## src/rtl/io_port_pkg.sv

```systemverilog
// io_port_pkg: shared sizing helpers and defaults for the io_port_bank peripheral.
//   idx_w(n)   : select width for n channels, never narrower than 1 bit
//   FDEPTH_DEF : default entries per input FIFO
//   chan_idx_t : generic channel index type
package io_port_pkg;
   localparam int FDEPTH_DEF = 4;
   typedef logic [15:0] chan_idx_t;
   function automatic int idx_w(input int n);
      return (n > 1) ? $clog2(n) : 1;
   endfunction
endpackage

```

## src/rtl/io_fifo.sv

```systemverilog
// io_fifo: single-channel synchronous FIFO.
//   clk, rst   : clock, asynchronous active-high reset (pointers and count)
//   push, din  : write strobe and data (caller guarantees not full)
//   pop        : read strobe (caller guarantees not empty)
//   head       : word at the read pointer
//   count      : number of stored words
module io_fifo #(
   parameter int W = 32,
   parameter int D = 4,
   localparam int PW = $clog2(D),
   localparam int CW = $clog2(D) + 1
) (
   input  logic          clk,
   input  logic          rst,
   input  logic          push,
   input  logic          pop,
   input  logic [W-1:0]  din,
   output logic [W-1:0]  head,
   output logic [CW-1:0] count
);
   logic [W-1:0]  mem [D];
   logic [PW-1:0] wr, rd;
   assign head = mem[rd];
   always_ff @(posedge clk)
      if (push) mem[wr] <= din;
   always_ff @(posedge clk or posedge rst)
      if (rst) begin
         wr    <= '0;
         rd    <= '0;
         count <= '0;
      end else begin
         if (push) wr <= wr + 1'b1;
         if (pop) rd <= rd + 1'b1;
         count <= count + CW'(push) - CW'(pop);
      end
endmodule

```

## src/rtl/io_port_bank.sv

```systemverilog
// io_port_bank: core I/O port responder with per-channel input FIFOs and output registers.
//   clk, rst                     : clock, asynchronous active-high reset
//   addr_in, req_in, io_in       : core read select, pop strobe, head of selected FIFO (0 if empty/out of range)
//   addr_out, data_out, out_en   : core write select, data, strobe
//   itr                          : one-cycle pulse when any FIFO goes from all-empty to non-empty
//   in_data, in_valid, in_ready  : producer side of the input FIFOs
//   out_data, out_valid, out_ready : consumer side of the output registers
//   Macro IO_PORT_ITR_EN builds the interrupt logic; otherwise itr is tied to 0.
module io_port_bank
   import io_port_pkg::*;
#(
   parameter int NUBITS = 32,
   parameter int NUIOIN = 8,
   parameter int NUIOOU = 8,
   parameter int FDEPTH = FDEPTH_DEF,
   localparam int AIW = idx_w(NUIOIN),
   localparam int AOW = idx_w(NUIOOU),
   localparam int CW  = $clog2(FDEPTH) + 1
) (
   input  logic                     clk,
   input  logic                     rst,
   output logic [NUBITS-1:0]        io_in,
   input  logic [AIW-1:0]           addr_in,
   input  logic                     req_in,
   input  logic [NUBITS-1:0]        data_out,
   input  logic [AOW-1:0]           addr_out,
   input  logic                     out_en,
   output logic                     itr,
   input  logic [NUIOIN*NUBITS-1:0] in_data,
   input  logic [NUIOIN-1:0]        in_valid,
   output logic [NUIOIN-1:0]        in_ready,
   output logic [NUIOOU*NUBITS-1:0] out_data,
   output logic [NUIOOU-1:0]        out_valid,
   input  logic [NUIOOU-1:0]        out_ready
);
   logic [NUIOIN-1:0][NUBITS-1:0] heads;
   logic [CW-1:0]                 cnt [NUIOIN];
   logic [NUIOIN-1:0]             ne, push, pop;

   for (genvar i = 0; i < NUIOIN; i++) begin : g_in
      assign ne[i]       = cnt[i] != '0;
      assign in_ready[i] = cnt[i] < CW'(FDEPTH);
      assign push[i]     = in_valid[i] & in_ready[i];
      io_fifo #(.W(NUBITS), .D(FDEPTH)) u_fifo (
         .clk   (clk),
         .rst   (rst),
         .push  (push[i]),
         .pop   (pop[i]),
         .din   (in_data[i*NUBITS +: NUBITS]),
         .head  (heads[i]),
         .count (cnt[i])
      );
   end

   // Address decode by comparison so an out-of-range addr_in simply matches nothing.
   always_comb begin
      io_in = '0;
      pop   = '0;
      for (int i = 0; i < NUIOIN; i++)
         if (addr_in == AIW'(i) && ne[i]) begin
            io_in  = heads[i];
            pop[i] = req_in;
         end
   end

   // A core write wins over a same-cycle consumer accept: new data stays valid.
   always_ff @(posedge clk or posedge rst)
      if (rst) begin
         out_data  <= '0;
         out_valid <= '0;
      end else
         for (int j = 0; j < NUIOOU; j++)
            if (out_en && addr_out == AOW'(j)) begin
               out_data[j*NUBITS +: NUBITS] <= data_out;
               out_valid[j]                 <= 1'b1;
            end else if (out_ready[j])
               out_valid[j] <= 1'b0;

`ifdef IO_PORT_ITR_EN
   logic any_ne, any_ne_q;
   assign any_ne = |ne;
   always_ff @(posedge clk or posedge rst)
      if (rst) begin
         any_ne_q <= 1'b0;
         itr      <= 1'b0;
      end else begin
         any_ne_q <= any_ne;
         itr      <= any_ne & ~any_ne_q;
      end
`else
   assign itr = 1'b0;
`endif
endmodule

```

## config.mk

```make
export PLATFORM = sky130hd
export DESIGN_NAME = io_port_bank
export DESIGN_NICKNAME = d
export VERILOG_FILES = /design/src/rtl/io_port_pkg.sv /design/src/rtl/io_fifo.sv /design/src/rtl/io_port_bank.sv
export SDC_FILE = /design/constraint.sdc
export NUM_CORES = 1
export LEC_CHECK = 0
export CAP_MARGIN = 20
export CORE_MARGIN = 2
export CORE_UTILIZATION = 40
export CTS_CLUSTER_DIAMETER = 120
export DETAILED_ROUTE_END_ITERATION = 10
export GPL_TIMING_DRIVEN = 0
export PLACE_DENSITY_LB_ADDON = 0.25
export SLEW_MARGIN = 5
export SYNTH_ARGS = -nofsm -noshare
export SYNTH_HDL_FRONTEND = slang
export SYNTH_SLANG_ARGS = --single-unit
```

## constraint.sdc

```tcl
create_clock -name clk -period 25 [get_ports clk]
set_input_delay 3.75 -clock clk [delete_from_list [all_inputs] [get_ports clk]]
set_output_delay 3.75 -clock clk [all_outputs]
set_load 0.05 [all_outputs]
```

==> impl_metrics.csv, run 1 <==
group,metric,value,unit
floorplanning,start_util,40.4,%
outcome,status,"completed",
hold_path,hp-start,"out_valid[1]",
floorplanning,ios,619,
critical_path,endpoint_kind,"output pin",
route,dr_total_vias,27000,
timing,period_needed,11.11,ns
synthesis,synth_top_area_share,59.4,%
cts,cts.sinks,1344,
critical_path,crit_type,"input pin to output pin",
synthesis,synthTopCellsByArea,"edfxtp_1, dfrtp_1, mux4_2",
finish,area_delta_synth_final,26.7,%
global_route,grt_max_degree,118,
placed_design,io_buffers,610,
cts,post_cts_resized,0,
route,ant_nets,0,
synthesis,yosys_warnings,0,
route,wl_per_cell,27.2,µm
power,p_leak,22.7,nW
cts,postCtsSetupBuffers,0,
critical_path,cp.required,21.25,ns
timing,worst_slew_margin_rel,23.3,%
global_route,grt_pass1_vias,27500,
synthesis,synth.distinct_cells,46,
power,p_per_area,111,nW/µm²
route,drcViolationCount,0,
route,viasPerCell,5.21,
timing,finalSetupViolCount,0,
placed_design,place_ws,14.00,ns
hold_path,hp-class,"flip-flop to flip-flop",
synthesis,synth_edf_count,1024,
cts,worstSkewPairLatency,0.78,ns
finish,register_area,38800,µm²
run,cap_violations,0,
synthesis,synth_cells,2536,
critical_path,crit_start,"addr_in[0]",
timing,setup_ws,13.89,ns
critical_path,cp-start-kind,"input pin",
synthesis,netlist_top_cells_count,"edfxtp_1, dfrtp_1, mux4_2",
timing,fmax,90.0,MHz
finish,nets,3698,
synthesis,syn_area,51800,µm²
global_route,antenna_found_initial,46,
cts,htreeDepth,4,
floorplanning,die_x,364,µm
cts,cts_tree,"done",
critical_path,arrival,7.36,ns
synthesis,yosys_most_used_dff,"edfxtp_1",
synthesis,synth.ff_latch_count,1344,
route,routed_wl,141000,µm
route,drt-initial-drc-count,2475,
cts,cts.clk_slew.worst_paths,0.06,ns
timing,period_share,44.4,%
finish,drive_gt1_share,24.3,%
floorplanning,row_count,131,
timing,worst_pin_slew,1.15,ns
finish,multiInputGateArea,12100,µm²
placed_design,globalplace.congestion,0.768,
route,drt-pass1-iter-count,5,
global_route,grt_pass1_wl,198000,µm
power,vdd_ir_drop_max,0.0689,mV
synthesis,synth_seq_area_share,74.9,%
cts,clockBufferDepth,3,
timing,drv_slew,0,
synthesis,synth.largest_area_cell,"edfxtp_1",
synthesis,synth.net_count,2906,
synthesis,yosysMostFrequentCell,"edfxtp_1",
global_route,grt_overflow,0,
placed_design,hpwl,102000,µm
synthesis,synth-async-reset-ratio,23.8,%
floorplanning,core,128000,µm²
timing,fin_skew,0.0206,ns
timing,fin_tns_setup,0,ns
critical_path,rr_startpoint,"g_in[2].u_fifo.count[2]",
cts,root_buffer,"clkbuf_16",
finish,fill_cells,10300,
cts,numCtsBuffers,146,
synthesis,avgSynthCellArea,20.4,µm²
timing,hold_viol,0,
floorplanning,dieArea,132000,µm²
timing,rsz0062_at_grt,"no",
cts,cts-hold-fix-buffers,0,
floorplanning,die_h,364,µm
critical_path,crit_path_max_fanout,10,
global_route,grt_usage,21.3,%
per-stage QoR:
| step | utilization, % | power [mW] | hold WS [ns] | area (µm²) | cells |
|---|---|---|---|---|---|
| 2_1_floorplan | - | 4.41 | 0.470 | 51800 | 2536 |
| 3_3_place_gp | 46.9 | 5.21 | 0.462 | 60000 | 4875 |
| 3_5_place_dp | 47.5 | 5.28 | 0.469 | 60900 | 4909 |
| 4_1_cts | 51.2 | 7.39 | 0.482 | 65600 | 5176 |
| 5_1_grt | 51.2 | 7.61 | 0.494 | 65600 | 5185 |
| 6_report | 51.2 | 7.30 | 0.478 | 65600 | 5189 |
per-layer routing:
metal	GRT usage (%)	part of all wire (%)	up-vias
met5	0	0.23	-
met4	7.14	2.7	50
met3	6.45	8.6	216
met2	34.8	49	933
met1	27.0	39	14100
li1	-	-	11800
sequential cells by signal (all words and copies together) (netlist names):
name               count
g_in.u_fifo.count     24
g_in.u_fifo.mem     1024
g_in.u_fifo.rd        16
g_in.u_fifo.wr        16
out_data             256
out_valid              8
cell type report:
type                       instances  area share (%)
antenna                           13          0.0496
tap                             1729            3.30
sequential                      1344            59.1
clock inverter                    54           0.759
multi-input combinational        980            18.5
buffer                           146           0.988
clock buffer                     213            6.41
timing repair buffer             644            10.5
inverter                          66           0.389
worst paths after layout:
path	end	depth (start not counted)	slack, ns
worst max-delay path	io_in[22]	8	13.89
worst min register to register	out_valid[1]	1	0.48
max in group asynchronous	out_data[17]	4	20.36
worst min-delay path	out_valid[1]	1	0.48
worst max register to register	g_in[2].u_fifo.count[2]	11	21.82
min in group asynchronous	out_valid[5]	2	3.32
where the power goes:
group	leakage (nW)	switching [mW]	internal (mW)
Sequential	13.1	0.123	2.80
Clock	2.31	0.879	1.22
Combinational	7.27	1.36	0.912
cells in the final DEF, fill, tap and decap left out, types with 11 or more instances in the layout:
cell type and instances:
a22oi_1 31, and2_2 32, and3_1 38, buf_12 19
buf_16 15, buf_2 47, buf_4 11, clkbuf_1 130
clkbuf_16 152, clkbuf_8 17, clkdlybuf4s50_1 610, clkinv_1 13
clkinv_2 18, dfrtp_1 320, diode_2 13, edfxtp_1 1024
ha_1 48, inv_1 65, mux2_1 17, mux2_2 239
mux4_2 256, nand2_1 44, nand3_1 65, o211ai_1 31
o21ai_0 12, o221ai_1 31, or3_1 37, xnor2_1 31
worst max-delay path: stages:
cell and delay, ns:
buf_2 0.22, and3_1 0.38, and2_0 0.18, clkbuf_1 0.44
clkbuf_1 0.58, a22oi_1 0.47, o211ai_1 0.41, clkdlybuf4s50_1 0.91
kinds of logic (layout without fill, tap and decap cells):
| group | Yosys count | in the layout | share of synthesized area, % |
|---|---|---|---|
| buf+inv | 212 | 1123 | 1.73 |
| fa+ha+maj | 56 | 56 | 1.47 |
| mux | 512 | 512 | 16.7 |
| compound gates | 115 | 115 | 1.69 |
| other cells | 1 | 14 | 0.00725 |
| simple gates | 256 | 256 | 2.83 |
| xor+xnor | 40 | 40 | 0.677 |
| flops | 1344 | 1344 | 74.9 |
No activity file was read; power rests on OpenSTA's default activity.
==> inputs of run 2 (changes only) <==
==> constraint.sdc (replaced) <==
create_clock -name clk -period 9 [get_ports clk]
set_input_delay 1.35 -clock clk [delete_from_list [all_inputs] [get_ports clk]]
set_output_delay 1.35 -clock clk [all_outputs]
set_load 0.05 [all_outputs]
==> run 2 against run 1 <==
Net effect:
- first-iteration DRC count is 2.9% lower
- highest routed layer unchanged
- global-route usage hardly changed
- die area stayed put
- worst hold slack better by 0.0032 ns
==> impl_metrics.csv, run 2 (same netlist as run 1, synthesis figures left out) <==
group,metric,value,unit
route,drt-pass1-iter-count,5,
timing,worst_slew_margin_rel,23.6,%
placed_design,hpwl,103000,µm
cts,numCtsBuffers,144,
cts,clockBufferDepth,3,
critical_path,crit_path_max_fanout,10,
critical_path,arrival,4.77,ns
power,p_leak,22.8,nW
route,drt-initial-drc-count,2402,
finish,top_regs,"g_in.u_fifo.mem x1024, out_data x256, g_in.u_fifo.count x24",
floorplanning,ios,619,
route,routed_wl,141000,µm
power,power.internal,13.8,mW
timing,fin_skew,0.0254,ns
timing,fmax,163,MHz
floorplanning,dieArea,132000,µm²
placed_design,globalplace.congestion,0.784,
timing,finalSetupViolCount,0,
power,vdd_ir_drop_max,0.169,mV
finish,regMostFlops,"g_in.u_fifo.mem",
floorplanning,die_h,364,µm
route,dr_total_vias,27200,
critical_path,cp.required,7.65,ns
run,cap_violations,0,
finish,drive_gt1_share,24.4,%
global_route,grt_usage,21.2,%
power,switching_share,32.3,%
placed_design,place_ws,2.85,ns
route,drcViolationCount,0,
critical_path,path_cells,"buf_2 -> and3_1 -> and2_0 -> clkbuf_1 -> clkbuf_1 -> a22oi_1 -> o211ai_1 -> clkdlybuf4s50_1",
timing,rsz0062_at_grt,"no",
cts,htreeDepth,4,
cts,cts_tree,"done",
finish,largest_reg_flops,1024,
cts,post_cts_resized,0,
finish,area_delta_synth_final,27.1,%
route,viasPerCell,5.23,
critical_path,endpoint_kind,"output pin",
critical_path,path_common_cell,"clkbuf_1",
cts,cts.sinks,1344,
cts,cts-hold-fix-buffers,0,
finish,fin_area,65800,µm²
power,pwr-share-comb,31.0,%
power,fin_total_pwr,20.4,mW
power,p_sw,6.60,mW
timing,period_share,68.0,%
placed_design,io_buffers,610,
floorplanning,core,128000,µm²
timing,worst_pin_slew,1.15,ns
floorplanning,start_util,40.4,%
global_route,antenna_found_initial,47,
cts,root_buffer,"clkbuf_16",
critical_path,max_stage_delay,0.90,ns
timing,drv_slew,0,
power,p_per_area,310,nW/µm²
global_route,grt_pass1_wl,199000,µm
hold_path,hp-class,"flip-flop to flip-flop",
floorplanning,row_count,131,
route,wl_per_cell,27.1,µm
timing,hold_viol,0,
global_route,grt_pass1_vias,27400,
critical_path,cp-start-kind,"input pin",
critical_path,r2r_slack,5.96,ns
cts,postCtsSetupBuffers,0,
critical_path,rr_worst_depth,11,
critical_path,slowest_stage,"clkdlybuf4s50_1",
cts,cts.clk_slew.worst_paths,0.05,ns
placed_design,place_area,60900,µm²
hold_path,hold_depth,1,
power,seqPwrFrac,39.8,%
timing,period_needed,6.12,ns
critical_path,crit_type,"input pin to output pin",
cts,worstSkewPairLatency,0.77,ns
timing,fin_tns_setup,0,ns
global_route,grt_max_degree,40,
timing,setup_ws,2.88,ns
route,ant_nets,0,
global_route,grt_overflow,0,
finish,nets,3703,
finish,layout_common_cells,"edfxtp_1, clkdlybuf4s50_1, dfrtp_1",
floorplanning,die_x,364,µm
finish,mostFrequentLayoutCell,"edfxtp_1",
outcome,status,"completed",
power,pwr-share-clk,29.2,%
-- run 2: cell count changes in the layout (fill, tap and decap cells not counted), moves of 6 or more --
cell,previous run,this run
bufinv_16,5,13
clkbuf_16,152,146
clkbuf_8,17,11
buf_16,15,6
clkbuf_1,130,123
diode_2,13,19
buf_12,19,35
clkinv_1,13,22
-- run 2: per-stage QoR --
stage               hold WS (ns)  std cells  utilization, %
floorplan                  0.470       2536               -
global placement           0.461       4875            46.9
detailed placement         0.473       4916            47.6
CTS                        0.486       5183            51.4
global route               0.496       5195            51.4
finish                     0.481       5202            51.4
-- run 2: worst max-delay path, delay by kind of cell --
family          cells  cell delay (ns)
compound gates      2             0.80
buf+inv             4             2.17
simple gates        2             0.44
-- run 2: power groups by stage --
stage                     Combinational [mW]  Clock, mW  Sequential, mW
after floorplan                         3.16          0            9.09
after global placement                  6.24          0            8.26
after detailed placement                6.43          0            8.24
after CTS                               6.44       6.07            8.12
after global routing                    6.69       6.33            8.21
final                                   6.33       5.95            8.11
-- run 2: path summary, 6_finish.rpt --
path	end	from
worst max-delay path	io_in[27]	addr_in[1]
worst min-delay path	out_valid[4]	out_valid[4]
worst max register to register	g_in[2].u_fifo.count[2]	g_in[2].u_fifo.count[2]
worst min register to register	out_valid[4]	out_valid[4]
max in group asynchronous	out_data[241]	rst
min in group asynchronous	out_data[33]	rst
-- run 2: cell type report --
class,instances,area [µm²]
inverter,66,251
tap,1729,2160
antenna,19,47.5
multi-input combinational,980,12100
clock buffer,194,3940
sequential,1344,38800
clock inverter,73,866
fill,10200,62200
buffer,146,648
timing repair buffer,651,6970
-- run 2: per-layer routing --
layer | part of all wire [%] | global-route usage [%]
met1 | 40 | 27.5
met2 | 49 | 34.1
met3 | 8.3 | 6.32
met4 | 3.1 | 7.57
met5 | 0.20 | 0
==> inputs of run 3 (changes only) <==
==> constraint.sdc (replaced) <==
create_clock -name clk -period 5.3 [get_ports clk]
set_input_delay 0.795 -clock clk [delete_from_list [all_inputs] [get_ports clk]]
set_output_delay 0.795 -clock clk [all_outputs]
set_load 0.05 [all_outputs]
==> run 3 against run 2 <==
Net effect:
- the flow now finishes with violations (negative setup slack)
- via count barely moved
- count of clock-buffer cells in the layout did not move
- critical path depth fell by 1
- largest power group unchanged
==> impl_metrics.csv, run 3 (same netlist as run 1, synthesis figures left out) <==
group,metric,value,unit
outcome,status,"finished, violations left",
outcome,violations,"negative setup slack",
route,routed_wl,141000,µm
timing,drv_slew,0,
route,viasPerCell,5.23,
timing,fmax,188,MHz
finish,layout_common_cells,"edfxtp_1, clkdlybuf4s50_1, dfrtp_1",
power,vdd_ir_drop_max,0.287,mV
route,drcViolationCount,0,
critical_path,cp.required,4.51,ns
cts,htreeDepth,4,
floorplanning,start_util,40.4,%
cts,cts_tree,"done",
timing,setup_ws,-0.00650,ns
placed_design,place_inst,4916,
power,p_per_area,526,nW/µm²
timing,period_needed,5.31,ns
critical_path,crit_path_max_fanout,10,
placed_design,hpwl,103000,µm
cts,root_buffer,"clkbuf_16",
cts,cts.clk_slew.worst_paths,0.06,ns
cts,numCtsBuffers,144,
critical_path,cp-start-kind,"flip-flop",
floorplanning,row_count,131,
placed_design,globalplace.congestion,0.784,
finish,nets,3703,
cts,worstSkewPairLatency,0.77,ns
route,wl_per_cell,27.1,µm
power,p_leak,22.8,nW
global_route,grt_pass1_wl,199000,µm
timing,rsz0062_at_grt,"yes",
finish,top_regs,"g_in.u_fifo.mem x1024, out_data x256, g_in.u_fifo.count x24",
floorplanning,ios,619,
placed_design,place_area,60900,µm²
finish,finalCoreUtilization,51.4,%
global_route,antenna_found_initial,47,
hold_path,hp-class,"flip-flop to flip-flop",
finish,regMostFlops,"g_in.u_fifo.mem",
route,drt-pass1-iter-count,5,
timing,period_share,100,%
floorplanning,die_h,364,µm
power,fin_total_pwr,34.6,mW
floorplanning,dieArea,132000,µm²
cts,postCtsSetupBuffers,0,
finish,fin_cells,5202,
finish,fin_area,65800,µm²
timing,fin_skew,0.0256,ns
route,dr_total_vias,27200,
critical_path,endpoint_kind,"output pin",
cts,cts-hold-fix-buffers,0,
finish,drive_gt1_share,24.4,%
floorplanning,core,128000,µm²
timing,finalSetupViolCount,1,
finish,mostFrequentLayoutCell,"edfxtp_1",
global_route,grt_max_degree,40,
finish,area_delta_synth_final,27.1,%
global_route,grt_pass1_vias,27400,
route,ant_nets,0,
placed_design,io_buffers,610,
timing,worst_slew_margin_rel,23.6,%
timing,hold_viol,0,
global_route,grt_usage,21.2,%
cts,cts.sinks,1344,
floorplanning,die_x,364,µm
timing,worst_pin_slew,1.15,ns
global_route,grt_overflow,0,
critical_path,arrival,4.51,ns
cts,clockBufferDepth,3,
route,drt-initial-drc-count,2401,
finish,largest_reg_flops,1024,
run,cap_violations,0,
critical_path,crit_type,"flip-flop to output pin",
## run 3: changes by cell type in the layout (fill, tap and decap cells not counted)
cell	previous run	this run
dlygate4sd2_1	0	2
clkdlybuf4s50_1	610	606
dlymetal6s2s_1	0	2
a22oi_1	31	30
a22oi_2	0	1
## run 3: critical path: stages (launching register included)
cell and delay, ns:
dfrtp_1 0.40, nor3_1 0.47, nor4bb_1 0.11, clkbuf_1 0.32
clkbuf_1 0.42, a22oi_1 0.80, o211ai_1 0.38, clkdlybuf4s50_1 0.81
## run 3: through the flow
| step | hold slack (ns) | setup WS (ns) | TNS, ns |
|---|---|---|---|
| global route | 0.496 | -0.267 | -1.55 |
| CTS | 0.486 | -0.141 | -0.482 |
| floorplan | 0.470 | 0.238 | 0 |
| finish | 0.481 | -0.00650 | -0.00650 |
| global placement | 0.461 | -2.56 | -802.59 |
| detailed placement | 0.473 | 0.262 | 0 |
## run 3: path summary, 6_finish.rpt
path,start,slack (ns),end,depth (start not counted)
min in group asynchronous,rst,0.51,out_data[33],2
worst min-delay path,out_valid[4],0.48,out_valid[4],1
worst min register to register,out_valid[4],0.48,out_valid[4],1
max in group asynchronous,rst,3.60,out_data[241],5
worst max register to register,g_in[2].u_fifo.count[2],2.26,g_in[2].u_fifo.count[2],11
worst max-delay path,g_in[5].u_fifo.count[2],-0.006,io_in[27],7
## run 3: layout make-up
class	count	area [µm²]
inverter	66	251
buffer	146	648
sequential	1344	38800
clock buffer	194	3940
antenna	19	47.5
fill	10200	62200
clock inverter	73	866
multi-input combinational	980	12100
tap	1729	2160
timing repair buffer	651	6970
## run 3: report_power, final
part           switching, mW  internal (mW)  leakage (nW)  total (mW)
clock network           4.18           5.92          2.34        10.1
registers              0.571           13.2          13.1        13.8
logic                   6.45           4.30          7.33        10.7
total                   11.2           23.4          22.8        34.6
## run 3: per-layer routing
| layer | GRT usage, % | vias to the layer above | routed length [µm] |
|---|---|---|---|
| met5 | 0 | - | 287 |
| met4 | 7.57 | 46 | 4330 |
| met3 | 6.32 | 244 | 11800 |
| met2 | 34.1 | 959 | 68600 |
| met1 | 27.5 | 14200 | 56000 |
| li1 | - | 11800 | - |
## run 3: repair_timing
action,in CTS,in global routing
gates cloned,0,0
pin swaps,2,2
setup endpoints to repair,7,10
gates resized for setup,2,3
